[config.mk]
export PLATFORM = sky130hd
export DESIGN_NAME = updi_phy_arbiter
export DESIGN_NICKNAME = d
export VERILOG_FILES = /design/src/rtl/updi_phy_arbiter.sv
export SDC_FILE = /design/constraint.sdc
export NUM_CORES = 1
export LEC_CHECK = 0
export CAP_MARGIN = 20
export CORE_ASPECT_RATIO = 1.4
export CORE_MARGIN = 4
export CORE_UTILIZATION = 34
export DETAILED_ROUTE_END_ITERATION = 10
export PLACE_DENSITY = 0.81
export SLEW_MARGIN = 20
export SYNTH_ARGS = -nofsm -noshare
export SYNTH_HDL_FRONTEND = slang
export SYNTH_SLANG_ARGS = --single-unit
[constraint.sdc]
create_clock -name clk -period 1.6 [get_ports clk]
set_input_delay 0.32 -clock clk [delete_from_list [all_inputs] [get_ports clk]]
set_output_delay 0.32 -clock clk [all_outputs]
set_load 0.005 [all_outputs]
[src/rtl/updi_phy_arbiter.sv]
// updi_phy_arbiter
// Shares a single updi_phy between two requesters (for example the UPDI
// programmer and a debug/monitor engine). The current owner's TX FIFO write
// port, RX FIFO read port and double-break handshake are routed to the PHY.
// Once an owner lets go, stale RX bytes are drained so the next owner starts
// with an empty RX FIFO.
//
// Optional feature: define UPDI_ARB_WATCHDOG_EN to build the inactivity
// watchdog. It forcibly releases an idle owner after WATCHDOG_CLKS clocks,
// pulses revoke[owner] and locks that requester out until it drops req.
// Without the macro, revoke is tied low and an owner keeps the PHY until it
// drops req.
//
// Ports:
//   clk, rst                 clock, asynchronous active-high reset
//   req[1:0]                 level-held ownership requests
//   gnt[1:0]                 one-hot-or-zero grant (registered)
//   revoke[1:0]              one-cycle watchdog release pulse
//   m_tx_* / m_rx_* / m_db_* per-requester FIFO and double-break ports
//   uart_tx_fifo_*, uart_rx_fifo_*, phy_error, double_break_*  PHY side
module updi_phy_arbiter #(
    parameter int WATCHDOG_CLKS = 50000000,
    parameter int FLUSH_MAX     = 16
) (
    input  logic        clk,
    input  logic        rst,
    input  logic [1:0]  req,
    output logic [1:0]  gnt,
    output logic [1:0]  revoke,
    input  logic [15:0] m_tx_data,
    input  logic [1:0]  m_tx_wr_en,
    output logic [1:0]  m_tx_full,
    output logic [7:0]  m_rx_data,
    input  logic [1:0]  m_rx_rd_en,
    output logic [1:0]  m_rx_empty,
    output logic [1:0]  m_rx_error,
    input  logic [1:0]  m_db_start,
    output logic [1:0]  m_db_busy,
    output logic [1:0]  m_db_done,
    output logic [7:0]  uart_tx_fifo_data_in,
    output logic        uart_tx_fifo_wr_en,
    input  logic        uart_tx_fifo_full,
    input  logic [7:0]  uart_rx_fifo_data_out,
    output logic        uart_rx_fifo_rd_en,
    input  logic        uart_rx_fifo_empty,
    input  logic        phy_error,
    output logic        double_break_start,
    input  logic        double_break_busy,
    input  logic        double_break_done
);

    typedef enum logic [1:0] {
        IDLE  = 2'd0,
        GRANT = 2'd1,
        FLUSH = 2'd2
    } state_t;

    localparam int FC_W = $clog2(FLUSH_MAX + 1);
    localparam logic [FC_W-1:0] FLUSH_LAST = FC_W'(FLUSH_MAX - 1);

    state_t          state_q;
    logic            owner_q;
    logic            lastOwner_q;
    logic [1:0]      gnt_q;
    logic [FC_W-1:0] flushCnt_q;

    logic [1:0]      eligible;
    logic            pick;
    logic            releaseNow;
    logic            revokeNow;

    // A double break in flight is never aborted, so release waits for busy to fall.
    assign releaseNow = (state_q == GRANT) && !req[owner_q] && !double_break_busy;

    // Round-robin on a tie: the requester that did not own the PHY last wins.
    assign pick = (eligible == 2'b11) ? ~lastOwner_q : eligible[1];

`ifdef UPDI_ARB_WATCHDOG_EN
    localparam int WD_W = $clog2(WATCHDOG_CLKS + 1);
    localparam logic [WD_W-1:0] WD_LAST = WD_W'(WATCHDOG_CLKS - 1);

    logic [WD_W-1:0] wdCnt_q;
    logic [WD_W-1:0] wdCnt_d;
    logic [1:0]      lock_q;
    logic [1:0]      revoke_q;
    logic            ownerActive;

    assign ownerActive = m_tx_wr_en[owner_q] | m_rx_rd_en[owner_q] |
                         m_db_start[owner_q] | double_break_busy;

    // A normal release in the same cycle as expiry wins; no revoke then.
    assign revokeNow = (state_q == GRANT) && !releaseNow && !ownerActive &&
                       (wdCnt_q == WD_LAST);

    // Idle counter: cleared outside GRANT and on any owner activity, saturating.
    always_comb begin
        wdCnt_d = wdCnt_q;
        if ((state_q != GRANT) || ownerActive) begin
            wdCnt_d = '0;
        end else if (wdCnt_q != '1) begin
            wdCnt_d = wdCnt_q + WD_W'(1);
        end
    end

    // A revoked requester stays locked out until it has dropped req once.
    always_ff @(posedge clk or posedge rst) begin
        if (rst) begin
            wdCnt_q  <= '0;
            lock_q   <= 2'b00;
            revoke_q <= 2'b00;
        end else begin
            wdCnt_q  <= wdCnt_d;
            lock_q   <= lock_q & req;
            revoke_q <= 2'b00;
            if (revokeNow) begin
                lock_q[owner_q]   <= 1'b1;
                revoke_q[owner_q] <= 1'b1;
            end
        end
    end

    assign eligible = req & ~lock_q;
    assign revoke   = revoke_q;
`else
    assign revokeNow = 1'b0;
    assign eligible  = req;
    // The parameter stays in the interface so both builds instantiate alike.
    assign revoke    = 2'b00 & {2{WATCHDOG_CLKS > 0}};
`endif

    // Ownership FSM; gnt is registered alongside the state.
    always_ff @(posedge clk or posedge rst) begin
        if (rst) begin
            state_q     <= IDLE;
            owner_q     <= 1'b0;
            lastOwner_q <= 1'b1;
            gnt_q       <= 2'b00;
            flushCnt_q  <= '0;
        end else begin
            case (state_q)
                IDLE: begin
                    flushCnt_q <= '0;
                    if (|eligible) begin
                        owner_q <= pick;
                        gnt_q   <= pick ? 2'b10 : 2'b01;
                        state_q <= GRANT;
                    end
                end
                GRANT: begin
                    if (releaseNow || revokeNow) begin
                        gnt_q       <= 2'b00;
                        lastOwner_q <= owner_q;
                        flushCnt_q  <= '0;
                        state_q     <= FLUSH;
                    end
                end
                FLUSH: begin
                    if (uart_rx_fifo_empty) begin
                        state_q <= IDLE;
                    end else begin
                        flushCnt_q <= flushCnt_q + FC_W'(1);
                        if (flushCnt_q == FLUSH_LAST) begin
                            state_q <= IDLE;
                        end
                    end
                end
                default: state_q <= IDLE;
            endcase
        end
    end

    assign gnt = gnt_q;

    // Routing: only the owner reaches the PHY; the non-owner sees full/empty
    // and no status. During FLUSH the arbiter itself drains the RX FIFO.
    always_comb begin
        uart_tx_fifo_data_in = 8'h00;
        uart_tx_fifo_wr_en   = 1'b0;
        uart_rx_fifo_rd_en   = 1'b0;
        double_break_start   = 1'b0;
        m_tx_full            = 2'b11;
        m_rx_empty           = 2'b11;
        m_rx_error           = 2'b00;
        m_db_busy            = 2'b00;
        m_db_done            = 2'b00;
        m_rx_data            = 8'h00;
        if (state_q == GRANT) begin
            uart_tx_fifo_data_in = owner_q ? m_tx_data[15:8] : m_tx_data[7:0];
            uart_tx_fifo_wr_en   = m_tx_wr_en[owner_q];
            uart_rx_fifo_rd_en   = m_rx_rd_en[owner_q];
            double_break_start   = m_db_start[owner_q];
            m_tx_full[owner_q]   = uart_tx_fifo_full;
            m_rx_empty[owner_q]  = uart_rx_fifo_empty;
            m_rx_error[owner_q]  = phy_error;
            m_db_busy[owner_q]   = double_break_busy;
            m_db_done[owner_q]   = double_break_done;
            m_rx_data            = uart_rx_fifo_data_out;
        end else if (state_q == FLUSH) begin
            uart_rx_fifo_rd_en = ~uart_rx_fifo_empty;
        end
    end

endmodule

==> impl_results.md <==
- Final setup viols: 33
- Fin area: 0.002193 mm2
- WS Path Type: reg2out
- Initial antenna violation count: 0
- Initial Util: roughly 36%
- Cts bufs inserted: 3
- Final period util: 114.1%
- Yosys reg bits: 11
- Drt drc: 0
- Worst r2r src: owner_q
- Clock latency on the worst-skew pair: between 0.2 and 0.3 ns
- Worst setup startpoint: owner_q
- Routed Antenna Nets: 0
- Grt ovf: 0
- CP Max Fanout: 7
- LEAKAGE: ~0.96 nW
- Vias/cell: 5.202
- Mapped Area: 953.4 um2
- Pre-CTS worst setup slack: -0.4733 ns
- GRT Total Usage: between 20% and 30%
- R2r worst-path depth: 6
- Startpoint types: flip-flop
- WHS: 0.3283 ns
- CTS tree: done
- Post-synth top area share: 26.25%
- DIE HEIGHT: 70.66 um
- Die width: 52.76 um
- Overall power: 3.572 mW
- Pre-Repair DR Iteration Count: 4
- Dpl hpwl: 2851 um
- First-pass GRT wire length: 6555 um
- Setup Skew: 0.002207 ns
- Hold Crit Class: in2async
- Clock root buffer master: clkbuf_4
- CTS max path bufs: 2
- Failing checks: setup timing
- Synth warnings: 0
- Met3 track demand over resource: 4.211%
- Port Buffers: 69
- Number of max-cap violations: 0
- Post-Route WL: ~4800 um
- Worst Path Required: 1.28 ns
- Htree depth: 1
- Leading area contributor after synthesis: dfrtp_1
- Mean Syn Cell Area: 8.747 um2
- I/O pins: 72
- Met2 Usage GRT: 43.09%
- Seq/Total Area, Yosys: 29.00%
- Final Max Slew Viols: 0
- N_diodes: 0
- CTS sink count: 11
- Share of post-route cells with drive strength above 1: approximately 54%
- GR Util met1: 23.75%
- CTS clk-pin slew, worst paths: about 0.080 ns
- Die Area: 0.003727 mm2
- Largest net degree at the start of global routing: 12
- Hold_buf cts: 0
- Min Tclk post-route: 1.826 ns
- Signal arrival time at the worst endpoint: 1.51 ns
- Detailed router's first-iteration violation count: 41
- Synthesis-to-layout area growth: 130.1%
- Element type at the critical path end: output port
- Wirelength per Cell: 19.59 um
- Layout net count: 249
- Pwr Density: 1629 mW/mm2
- Fmax: between 0.5 and 0.6 GHz
- Unrepaired setup endpoints after global routing: yes
- Row count: 22
- Core Area: 0.002643 mm2
- Placed Area: around 0.0018 mm2
- Final hold violation count: 0
- Yosys cell types: 40
- Outcome: finished, violations left
- Vias in the first global route: 1375
- Gr busiest metal: met2
- Synth top area cells: dfrtp_1 26%, mux2i_1 13%, and2_1 7.2%
- Final WS setup: -0.2261 ns
- Peak VDD IR: 1.140 mV
- Post-synthesis cell count: between 100 and 150
- Vias post-DR: 1264
- Final Util: 83.00%
- GPL Wtd Cong: between 0.7 and 0.8
-- power breakdown --
part / switching (mW) / internal [mW] / total, mW
sequential: 0.105 / 0.368 / 0.474
combinational: 1.18 / 1.71 / 2.89
clock: 0.116 / 0.0932 / 0.209
-- stage by stage --
stage	std cells	TNS, ns
finish	243	-3.403
global route	243	-4.770
CTS	243	-2.190
detailed placement	225	-5.503
global placement	225	-4.975
floorplan	110	0
-- placed cells by master (no fill, tap or decap), types with 2 or more instances in the layout --
cell / count
and2_4: 10
dfrtp_2: 2
ha_1: 2
o21ai_2: 2
nor3_1: 2
dfrtp_1: 8
buf_4: 17
clkdlybuf4s50_1: 39
buf_12: 2
and3_4: 2
nor2_4: 9
o21ai_1: 3
buf_6: 29
conb_1: 2
nand3b_1: 4
nor3_4: 2
nand2_1: 8
or3b_1: 3
inv_1: 3
buf_2: 14
mux2i_4: 8
mux2i_1: 4
nor2_1: 2
clkbuf_4: 3
nor2_2: 2
and3_1: 2
-- layout make-up --
cell class / instances / area, um2
repair buffers: 102 / 963.4
multi-input cells: 87 / 867.1
flip-flops and latches: 11 / 279.0
inverters: 3 / 11.26
clock buffers: 3 / 22.52
fillers: 154 / 449.2
clock inverters: 1 / 5.005
well taps: 36 / 45.04
-- sequential cells by signal, summed over array words and instances (netlist names) --
name / flops
flushCnt_q: 5
gnt: 2
lastOwner_q: 1
state_q: 2
owner_q: 1
-- final timing paths --
| check | to | slack, ns |
|---|---|---|
| min reg2reg | lastOwner_q | 0.52 |
| max | uart_tx_fifo_data_in[0] | -0.23 |
| max reg2reg | flushCnt_q[4] | -0.10 |
| max in group asynchronous | owner_q | 0.94 |
| min in group clk | lastOwner_q | 0.52 |
| min | gnt[1] | 0.33 |
-- metal layers --
metal  wire (um)  part of all wire (%)
met5           0                     0
met4         157                   3.3
met3         295                   6.2
met2        2723                    57
met1        1583                    33
-- worst max-delay path: stages (launching register included) --
cell and delay (ns):
dfrtp_2 0.43, buf_6 0.14, buf_12 0.16, mux2i_4 0.30, nor2_4 0.05, buf_2 0.13
-- Yosys cell counts --
master     instances
conb_1             1
o21ai_2            1
mux2_2             1
nand2b_1           1
o31ai_1            1
nand3b_1           4
and2_1            11
nand2b_4           1
buf_2              2
a21boi_1           1
dfrtp_1           10
mux2i_1           12
o21bai_1           1
a21o_1             1
o21ai_0            1
buf_4              2
o21ai_1            3
nor2_1            13
nor2b_1            1
nand2_1            8
o22ai_1            1
or3_1              2
and3_1             4
nand3_1            1
a211oi_1           1
buf_6              3
or3b_1             3
nand4b_1           1
o31a_1             1
ha_1               2
or4b_4             1
buf_1              1
nor3_1             3
nor3_4             1
inv_1              3
nor3b_1            1
a2111oi_2          1
clkbuf_1           1
o22a_1             1
dfstp_2            1
-- cells by family after synthesis --
| group | share of synthesized area [%] |
|---|---|
| multiplexers | 13.78 |
| AO/OA/AOI/OAI | 11.02 |
| other | 0.3933 |
| AND/OR/NAND/NOR | 35.04 |
| flip-flops | 29.00 |
| buffers and inverters | 8.135 |
| adder cells (fa/ha/maj) | 2.624 |
-- timing repair --
item / in CTS / in global routing
buffers inserted: 13 / 0
setup endpoints to repair: 31 / 37
pin swaps: 23 / 10
gates cloned: 1 / 0
endpoints found under the hold margin: 0 / 0
resized for setup: 166 / 49
(Power assumes the default switching activity.)
